## src/rtl/pmu_io_pkg.sv

```systemverilog
// Shared PMU GPIO bit map and FSM state encodings for the power sequencer.
package pmu_io_pkg;

  localparam int GPO_KILL_REQ = 0;
  localparam int GPO_PWR_ACK  = 1;

  localparam int GPI_PWR_REQ    = 0;
  localparam int GPI_KILL_CNT   = 1;
  localparam int GPI_KILL_ABORT = 2;
  localparam int GPI_PWR_LVL    = 3;
  localparam int GPI_KILL_DONE  = 4;

  typedef logic [1:0] btn_state_t;
  localparam btn_state_t B_IDLE = 2'd0;
  localparam btn_state_t B_REQ  = 2'd1;
  localparam btn_state_t B_ACK  = 2'd2;

  typedef logic [1:0] kill_state_t;
  localparam kill_state_t K_IDLE  = 2'd0;
  localparam kill_state_t K_COUNT = 2'd1;
  localparam kill_state_t K_KILL  = 2'd2;

endpackage

```

## src/rtl/pmu_io_debounce.sv

```systemverilog
// Two-flop synchroniser followed by a stability counter; o_db follows the
// synchronised input only after it has differed for DEBOUNCE_CYCLES cycles.
module pmu_io_debounce #(
  parameter int DEBOUNCE_CYCLES = 3000000
) (
  input  logic i_clk,
  input  logic i_rst_n,
  input  logic i_async,
  output logic o_db
);

  localparam int CW = $clog2(DEBOUNCE_CYCLES + 1);
  localparam logic [CW-1:0] C_LAST = CW'(DEBOUNCE_CYCLES - 1);

  logic          r_sync1;
  logic          r_sync2;
  logic          r_db;
  logic [CW-1:0] r_cnt;

  always_ff @(posedge i_clk or negedge i_rst_n) begin
    if (!i_rst_n) begin
      r_sync1 <= 1'b0;
      r_sync2 <= 1'b0;
      r_db    <= 1'b0;
      r_cnt   <= '0;
    end else begin
      r_sync1 <= i_async;
      r_sync2 <= r_sync1;
      // Any return to the current level restarts the stability window.
      if (r_sync2 == r_db) begin
        r_cnt <= '0;
      end else if (r_cnt == C_LAST) begin
        r_db  <= r_sync2;
        r_cnt <= '0;
      end else begin
        r_cnt <= r_cnt + 1'b1;
      end
    end
  end

  assign o_db = r_db;

endmodule

```

## src/rtl/pmu_power_sequencer.sv

```systemverilog
// Power-button request/acknowledge handshake and delayed, terminal power-kill
// between the PS PMU GPIO and the board power-control pins.
module pmu_power_sequencer
  import pmu_io_pkg::*;
#(
  parameter int CLOCK_FREQUENCE = 300000000,
  parameter int DEBOUNCE_CYCLES = 3000000,
  parameter int POWERKILL_DELAY = 300000000
) (
  input  logic        CLOCK,
  input  logic        RESETN,
  input  logic [31:0] PMU_GPO,
  output logic [31:0] PMU_GPI,
  input  logic        POWER_INT,
  output logic        KILL_POWER
);

  localparam int KW = $clog2(POWERKILL_DELAY + 1);
  localparam logic [KW-1:0] K_LAST = KW'(POWERKILL_DELAY - 1);

  generate
    if (CLOCK_FREQUENCE < 1 || DEBOUNCE_CYCLES < 1 || POWERKILL_DELAY < 1) begin : g_param_check
      $error("pmu_power_sequencer: CLOCK_FREQUENCE, DEBOUNCE_CYCLES and POWERKILL_DELAY must be >= 1");
    end
  endgenerate

  logic w_db;
  logic w_db_rise;
  logic w_kill_req;
  logic w_pwr_ack;
  logic w_unused_gpo;

  btn_state_t  r_btn_state;
  logic        r_db_prev;
  logic        r_pwr_req;

  kill_state_t r_kill_state;
  logic [KW-1:0] r_kill_cnt;
  logic        r_kill_counting;
  logic        r_kill_abort;
  logic        r_kill;

  assign w_kill_req   = PMU_GPO[GPO_KILL_REQ];
  assign w_pwr_ack    = PMU_GPO[GPO_PWR_ACK];
  assign w_unused_gpo = &{1'b0, PMU_GPO[31:2]};

  pmu_io_debounce #(
    .DEBOUNCE_CYCLES(DEBOUNCE_CYCLES)
  ) u_debounce (
    .i_clk  (CLOCK),
    .i_rst_n(RESETN),
    .i_async(POWER_INT),
    .o_db   (w_db)
  );

  assign w_db_rise = w_db & ~r_db_prev;

  // Edges seen outside B_IDLE are dropped, so a held button yields one request.
  always_ff @(posedge CLOCK or negedge RESETN) begin
    if (!RESETN) begin
      r_btn_state <= B_IDLE;
      r_db_prev   <= 1'b0;
      r_pwr_req   <= 1'b0;
    end else begin
      r_db_prev <= w_db;
      case (r_btn_state)
        B_IDLE: begin
          if (w_db_rise) begin
            r_btn_state <= B_REQ;
            r_pwr_req   <= 1'b1;
          end
        end
        B_REQ: begin
          if (w_pwr_ack) begin
            r_btn_state <= B_ACK;
            r_pwr_req   <= 1'b0;
          end
        end
        B_ACK: begin
          if (!w_pwr_ack) begin
            r_btn_state <= B_IDLE;
          end
        end
        default: begin
          r_btn_state <= B_IDLE;
          r_pwr_req   <= 1'b0;
        end
      endcase
    end
  end

  // K_KILL has no exit other than reset; the counter stops at its terminal value.
  always_ff @(posedge CLOCK or negedge RESETN) begin
    if (!RESETN) begin
      r_kill_state    <= K_IDLE;
      r_kill_cnt      <= '0;
      r_kill_counting <= 1'b0;
      r_kill_abort    <= 1'b0;
      r_kill          <= 1'b0;
    end else begin
      case (r_kill_state)
        K_IDLE: begin
          if (w_kill_req) begin
            r_kill_state    <= K_COUNT;
            r_kill_cnt      <= '0;
            r_kill_abort    <= 1'b0;
            r_kill_counting <= 1'b1;
          end
        end
        K_COUNT: begin
          if (!w_kill_req) begin
            r_kill_state    <= K_IDLE;
            r_kill_abort    <= 1'b1;
            r_kill_counting <= 1'b0;
          end else if (r_kill_cnt == K_LAST) begin
            r_kill_state    <= K_KILL;
            r_kill          <= 1'b1;
            r_kill_counting <= 1'b0;
          end else begin
            r_kill_cnt <= r_kill_cnt + 1'b1;
          end
        end
        K_KILL: begin
          r_kill <= 1'b1;
        end
        default: begin
          r_kill_state    <= K_IDLE;
          r_kill_counting <= 1'b0;
        end
      endcase
    end
  end

  always_comb begin
    PMU_GPI                 = '0;
    PMU_GPI[GPI_PWR_REQ]    = r_pwr_req;
    PMU_GPI[GPI_KILL_CNT]   = r_kill_counting;
    PMU_GPI[GPI_KILL_ABORT] = r_kill_abort;
    PMU_GPI[GPI_PWR_LVL]    = w_db;
    PMU_GPI[GPI_KILL_DONE]  = r_kill;
  end

  assign KILL_POWER = r_kill;

endmodule

```

## config.mk

```make
export PLATFORM = sky130hd
export DESIGN_NAME = pmu_power_sequencer
export DESIGN_NICKNAME = d
export VERILOG_FILES = /design/src/rtl/pmu_io_pkg.sv /design/src/rtl/pmu_io_debounce.sv /design/src/rtl/pmu_power_sequencer.sv
export SDC_FILE = /design/constraint.sdc
export NUM_CORES = 1
export LEC_CHECK = 0
export BUFFER_PORTS_ARGS = -buffer_cell sky130_fd_sc_hd__buf_4
export CORE_MARGIN = 2
export CORE_UTILIZATION = 45
export DETAILED_ROUTE_END_ITERATION = 8
export PLACE_DENSITY = 0.77
export SYNTH_ARGS = -nofsm -noshare
export SYNTH_HDL_FRONTEND = slang
export SYNTH_SLANG_ARGS = --single-unit
export TNS_END_PERCENT = 1
```

## constraint.sdc

```tcl
create_clock -name CLOCK -period 2.35 [get_ports CLOCK]
set_clock_uncertainty 0.2 [all_clocks]
set_input_delay 0.1175 -clock CLOCK [delete_from_list [all_inputs] [get_ports CLOCK]]
set_output_delay 0.1175 -clock CLOCK [all_outputs]
set_load 0.005 [all_outputs]
```

* Word level (Yosys, flattened, before mapping) *
Index checks and enable logic that the tools add are counted.

storage, ports and cells
  flip-flop bits (word level) = 63

cells by class
  mux-type cells = 27
  reduce and logical (&&, ||, !) cells = 11
  $add $sub $neg = 2
  bitwise logic cells = 5
  eq/ne operators = 16

operators by type and width
  cell                   number
  $mux 29                3
  $pmux 29 s2            1
  $mux 22                2
  $add 29x1->29 const B  1
  $eq 29x29->1 const B   1
  $add 22x1->22 const B  1
  $eq 22x22->1 const B   1
  $ne 2x2->1 const B     8
  $reduce_and 3->1       5
  $mux 2                 6
  $pmux 2 s3             2
  $mux 1                 9
  $pmux 1 s3             2
  $eq 2x1->1 const B     2
  $eq 2x2->1 const B     2
  $logic_not 2->1        2
  $not 1->1              4
  $pmux 1 s2             2
  $reduce_and 4->1       1
  $reduce_bool 2->1      2
  $ne 3x3->1 const B     1
  $reduce_and 2->1       1
  $and 1x1->1            1
  $eq 1x1->1             1

* Longest topological paths before layout *
Gate-level depths: netlist of run 1.

  depth after elaboration = 4
  depth in mapped cells = 7

* Modules after synthesis *
A second synthesis of run 1 with hierarchy kept.

second synthesis, totals
  cells, all modules = 360
  area, all modules = 3,374.5 um^2

by module, submodules not included
  module               area an instance (um^2)  cells an instance  sequential area each (um^2)  times used
  pmu_power_sequencer  2,170.8                  237                925.9                        1
  pmu_io_debounce      1,203.7                  123                625.6                        1

* Least setup slack after synthesis of run 1 *
No wires, ideal clock.

  path kind = register to register
  start point = register r_kill_cnt[0]
  end point = register r_kill_cnt[0]
  period minus slack after synthesis = 2.297 ns
  required time = 2.029 ns
  stages on the path, launching flop included = 7
  library setup time = 0.121 ns
  setup slack = 0.053 ns
  buffers on the path = 0
  arrival = 1.976 ns
  cells stage by stage = dfrtp_1 > ha_1 > and4_1 > nand4_1 > nor3_4 > mux2_4 > a22o_1

on the way
  word-level cells in the longest chain between the ends = 4
  elaborated cells on any way between the ends = 7
  classes of those cells = add/sub: 1; eq/ne: 2; mux: 3; reduce/logical: 1

RTL lines
  item                    line                        RTL
  start, declared         pmu_power_sequencer.sv:38   logic [KW-1:0] r_kill_cnt;
  start signal, assigned  pmu_power_sequencer.sv:120  r_kill_cnt <= r_kill_cnt + 1'b1;
  $add 29x1->29           pmu_power_sequencer.sv:120
  $mux 29                 pmu_power_sequencer.sv:115  end else if (r_kill_cnt == K_LAST) begin
  $mux 29                 pmu_power_sequencer.sv:111  if (!w_kill_req) begin
  $pmux 29 s2             pmu_power_sequencer.sv:101  case (r_kill_state)

Parallel ways exist; a longest one is shown, timed or not. The select of a mux whose other input is x is not followed.
A chain may end at the register's enable or synchronous reset.

* Final worst setup path of run 1 *
  start point = register r_kill_cnt[24]
  end point = register r_kill_cnt[11]

on the way
  word-level cells in the longest chain between the ends = 3

RTL lines
  item                               line
  $eq 29x29->1                       pmu_power_sequencer.sv:115
  $ne 2x2->1 (no source line)        n/a
  $reduce_and 4->1 (no source line)  n/a

Every way passes these cells.

==> results.toml, run 1 <==
[outcome]
status = "finished clean"

[pwr]
p_clk_share_pct = 43.9
combPwrFrac_pct = 8.8
switching_share_pct = 24.0
intPower_w = 0.00186
peakVddDrop_mv = 0.629
switchingPower_w = 0.000586
pwr-share-seq_pct = 47.2
power-per-cell-area_nw_per_um2 = 619
p_leak_nw = 1.76

[routing]
ant_nets = 0
wirelength_um = 6670
via_count = 2676
first_pass_iters = 4
drtIter0Drc = 193
drc = 0
vias_per_cell = 5.26
wl_per_cell_um = 13.1

[global_routing]
met2_usage_pct = 27.7
grt_remaining_overflow = 0
use_met3_pct = 3.94
antenna_found_initial = 0
grt_max_degree = 63
grt.total_usage_pct = 17.3
grt_pass1_vias = 2565
grt_use_met1_pct = 23.1
gr-max-usage-layer = "met2"
grt_pass1_wl_um = 11700

[die]
design.core.area_um2 = 7610
die_w_um = 92.0
dieArea_um2 = 8470
die_h_um = 92.0
rows = 32
io_pins = 68
start_util_pct = 45.8

[clock_network]
h-tree-depth = 3
clk_pin_slew_worst_paths_ps = 70
clk_latency_ps = 340
cts_buffers = 9
cts_tree = "done"
cts-root-buf = "clkbuf_8"
cts_buffer_depth = 2
cts_sinks = 62

[synthesis]
postSynth.asyncResetShare_pct = 100
ys_seq_area_share_pct = 44.5
syn_inst = 375
synth_area_um2 = 3490
syn_avg_cell_area_um2 = 9.30
ys_warn_count = 0
synthTopCellsByArea = "dfrtp_1, buf_4, xnor2_1"
ys_ff_latch = 62
synth.distinct_cells = 52
yosys_most_used_dff = "dfrtp_1"
yosysTopAreaCell = "dfrtp_1"
synth_top_area_share_pct = 44.5
synth_edf_count = 0

[worst_hold_path]
hp-class = "register to register"

[layout]
area_growth_pct = 13.3
final_common_cell = "dfrtp_1"
fin_nets = 439
antenna_cells = 0
n_fill_cell = 713
drive_above_1_share_pct = 14.7
layout_common_cells = "dfrtp_1, nor2_1, buf_4"

[sta]
finalSetupTns_ps = 0
relSlewSlack_pct = 44.3
rsz0062_at_grt = "no"
final-setup-viol-count = 0
finalHoldViolCount = 0
hold_slack_ps = 146
worst_slew_pin_slew_ps = 832
final-max-slew-violation-count = 0
final.period_utilization_pct = 94.5
fmaxAchievable_mhz = 450
min_period_ps = 2220

[critical_path]
cp.arrival_ps = 2250
cp-end-kind = "register"
cp_max_fo = 3
setup.worst_path.class = "register to register"
critical_path_required_ps = 2380
startpoint_type = "register"

[job]
max_cap_violations = 0

[placed_design]
routabilityCongestion = 0.825
port_buffers = 10
post-dp-hpwl_um = 4580
## cell families after synthesis
group	share of synthesized area, %
simple gates	27.2
flops	44.5
buf+inv	9.58
compound gates	8.15
xor+xnor	7.79
mux	1.94
fa+ha+maj	0.718
other cells	0.108
## critical path, cell delays in order, from the launching register on
cell and delay (ps):
dfrtp_1 390, nand4_1 140, or4b_4 560, buf_4 160, o2111ai_1 250, nor4b_1 90
a311o_1 320
## per-layer routing
| metal | wire, um | vias up |
|---|---|---|
| met3 | 200 | 12 |
| met5 | 0 | - |
| met1 | 3150 | 1306 |
| li1 | - | 1315 |
| met2 | 3190 | 43 |
| met4 | 124 | 0 |
## sequential cells by signal, indices dropped and copies added, names as in the netlist
register,cells
r_kill_abort,1
KILL_POWER,1
u_debounce.o_db,1
r_db_prev,1
u_debounce.r_sync2,1
r_pwr_req,1
u_debounce.r_sync1,1
u_debounce.r_cnt,22
r_kill_state,2
r_kill_cnt,29
r_btn_state,2
## repair_timing
| item | CTS | global route |
|---|---|---|
| hold buffers | 4 | 0 |
| buffers inserted | 0 | 0 |
| endpoints found under the setup margin | 0 | 3 |
| hold endpoints to repair | 67 | 0 |
| resized for setup | 0 | 3 |
## power by group through the flow
stage               logic (W)  registers (W)  clock network [W]
detailed placement   0.000209        0.00117                  0
floorplan            0.000157        0.00117                  0
finish               0.000216        0.00115            0.00107
global placement     0.000201        0.00117                  0
CTS                  0.000215        0.00115            0.00111
global route         0.000245        0.00116            0.00114
## layout make-up
class / count / area (um2) / share of cell area [%]
multi-input cells: 283 / 1720 / 43.4
flip-flops and latches: 62 / 1550 / 39.3
repair buffers: 38 / 295 / 7.47
clock buffers: 11 / 151 / 3.83
well taps: 102 / 128 / 3.23
clock inverters: 5 / 81.3 / 2.06
inverters: 8 / 30.0 / 0.760
## path summary, 6_finish.rpt
kind | from | end | slack [ps] | depth (start not counted)
max | r_kill_cnt[24]$_DFFE_PN0P_ | r_kill_cnt[11]$_DFFE_PN0P_ | 130 | 6
min in group asynchronous | RESETN | u_debounce.r_cnt[7]$_DFF_PN0_ | 170 | 2
min | u_debounce.r_sync1$_DFF_PN0_ | u_debounce.r_sync2$_DFF_PN0_ | 150 | 0
max reg2reg | r_kill_cnt[24]$_DFFE_PN0P_ | r_kill_cnt[11]$_DFFE_PN0P_ | 130 | 6
max in group asynchronous | RESETN | r_kill_state[1]$_DFFE_PN0P_ | 1240 | 2
min reg2reg | u_debounce.r_sync1$_DFF_PN0_ | u_debounce.r_sync2$_DFF_PN0_ | 150 | 0
## synth_stat cells (all sizes together), types with 3 or more instances
master / count
dfrtp: 62
nand2: 29
nand3b: 7
and4: 6
and3: 7
xor2: 12
nand3: 24
o21ai: 8
buf: 36
nor4b: 3
nor4: 13
nor3: 8
or4: 4
nand4: 11
mux2: 3
nor2: 42
and2: 8
xnor2: 19
nor3b: 3
o311ai: 4
or3: 3
inv: 8
mux2i: 3
a22o: 4
o211ai: 4
clkbuf: 12
a21o: 4
a21oi: 8
## per-stage QoR
step	worst slack (ps)	instance area (um2)	utilization, %	power [W]	std cells
global placement	136	3660	48.2	0.00137	489
floorplan	52.6	3580	-	0.00132	401
CTS	81.7	3940	51.7	0.00247	509
global route	28.4	3950	52.0	0.00255	509
detailed placement	93.7	3660	48.2	0.00138	489
finish	129	3950	52.0	0.00244	509
(Power assumes the default switching activity.)
==> inputs of run 2 (changes only) <==
Settings changed: CORE_UTILIZATION 45 to 40, PLACE_DENSITY 0.77 to 0.66.
==> run 2 against run 1 <==
  * First-iteration DRC count shrank 15%
  * Via count is 0.64% higher
  * Sequential power is essentially flat
  * Largest power group unchanged
  * Cell count rose by 2.0%
  * Fmax shrank 0.28%
  * Power shrank 1.8%
  * Global-route usage decreased by 2.1 points
  * Combinational power up 6%
==> results.toml, run 2 (synthesized netlist as in run 1, its figures left out) <==
[sta]
finalHoldViolCount = 0
relSlewSlack_pct = 48.3
finalSetupTns_ps = 0
fmaxAchievable_mhz = 449
setup_ws_ps = 123
min_period_ps = 2230
final-max-slew-violation-count = 0
final-setup-viol-count = 0
hold_slack_ps = 149
final.period_utilization_pct = 94.8
worst_slew_pin_slew_ps = 775

[routing]
wl_met1_um = 3410
wirelength_um = 6840
dr_wl_met3_um = 235
wl_per_cell_um = 13.2
first_pass_iters = 4
drtIter0Drc = 164
dr_wl_met2_um = 3090
ant_nets = 0
vias_per_cell = 5.19
drc = 0
dr.max_layer_used = "met4"
via_count = 2693

[critical_path]
cp_slowest_stage_delay_ps = 430
cp_max_fo = 6
slowest_stage = "dfrtp_1"
critical_path_required_ps = 2370
cp.arrival_ps = 2250
cp_num_buf_inv = 1
cp_cell_sequence = "nor4_2 > nand4_1 > buf_4 > o31ai_1 > mux2_1 > a22o_1"
cp-end-kind = "register"
startpoint_type = "register"
setup.worst_path.class = "register to register"
path_delay_family = "simple AND/OR/NAND/NOR gates"

[global_routing]
grt_pass1_vias = 2565
grt_max_degree = 63
grt.total_usage_pct = 15.2
grt_pass1_wl_um = 12000
antenna_found_initial = 0
grt_remaining_overflow = 0

[clock_network]
cts_sinks = 62
postCtsSetupBuffers = 0
clk_pin_slew_worst_paths_ps = 80
clk_latency_ps = 340
cts_tree = "done"
cts_buffers = 9
cts_buffer_depth = 2
cts-root-buf = "clkbuf_8"
h-tree-depth = 3

[die]
dieArea_um2 = 9480
rows = 34
start_util_pct = 40.6
design.core.area_um2 = 8590
die_w_um = 97.4
die_h_um = 97.4
io_pins = 68

[layout]
largest_reg_flops = 29
drive_above_1_share_pct = 15.3
reg.largest.list = "r_kill_cnt: 29 flops, u_debounce.r_cnt: 22 flops"
antenna_cells = 0
fin_nets = 443
area_growth_pct = 13.9
n_fill_cell = 821
top_register = "r_kill_cnt"
layout_common_cells = "dfrtp_1, nor2_1, buf_4"
final_common_cell = "dfrtp_1"
stdcell_count = 519

[job]
max_cap_violations = 0

[pwr]
p_leak_nw = 1.78
p_total_w = 0.00240
power-per-cell-area_nw_per_um2 = 605
peakVddDrop_mv = 0.378

[placed_design]
dpl.cell_count = 499
post-dp-hpwl_um = 4630
routabilityCongestion = 0.826
place_ws_ps = 66.4
port_buffers = 10

[worst_hold_path]
hp-class = "register to register"

[outcome]
status = "finished clean"
run 2: cell count changes in the layout (fill, tap and decap cells not counted), sizes merged:
cell	change
clkbuf	-1
buf	+4
clkinv	+1
run 2: layer usage:
layer,vias to the layer above,track usage [%]
met5,-,0
met4,0,5.56
met3,9,2.95
met2,58,22.4
met1,1295,22.4
li1,1331,-
run 2: final timing paths:
check	start	to	slack (ps)	cells after the start
max	r_kill_cnt[20]$_DFFE_PN0P_	r_kill_cnt[2]$_DFFE_PN0P_	120	6
min	u_debounce.r_sync1$_DFF_PN0_	u_debounce.r_sync2$_DFF_PN0_	150	0
max reg2reg	r_kill_cnt[20]$_DFFE_PN0P_	r_kill_cnt[2]$_DFFE_PN0P_	120	6
min reg2reg	u_debounce.r_sync1$_DFF_PN0_	u_debounce.r_sync2$_DFF_PN0_	150	0
max in group asynchronous	RESETN	r_kill_cnt[1]$_DFFE_PN0P_	1230	2
min in group asynchronous	RESETN	r_kill_cnt[22]$_DFFE_PN0P_	210	2
run 2: power breakdown:
part | switching (W) | total, W | internal (W)
registers | 0.0000425 | 0.00115 | 0.00111
logic | 0.000127 | 0.000229 | 0.000102
clock network | 0.000427 | 0.00102 | 0.000595
total | 0.000596 | 0.00240 | 0.00181
run 2: repair_timing:
action / 4_1_cts / 5_1_grt
resized for setup: 0 / 3
endpoints found under the setup margin: 0 / 5
hold buffers: 4 / 0
hold endpoints to repair: 67 / 0
run 2: final cells by class:
cell class	instances	area [um2]	area share (%)
well taps	108	135	3.40
clock buffers	10	128	3.21
flip-flops and latches	62	1550	39.1
clock inverters	6	86.3	2.17
inverters	8	30.0	0.756
multi-input cells	283	1720	43.2
repair buffers	42	325	8.19
run 2: stage by stage:
stage                     util [%]  instance area [um2]
final                         46.2                 3970
after detailed placement      43.1                 3700
after floorplan                  -                 3580
after global routing          46.2                 3970
after global placement        43.1                 3700
after CTS                     46.0                 3960
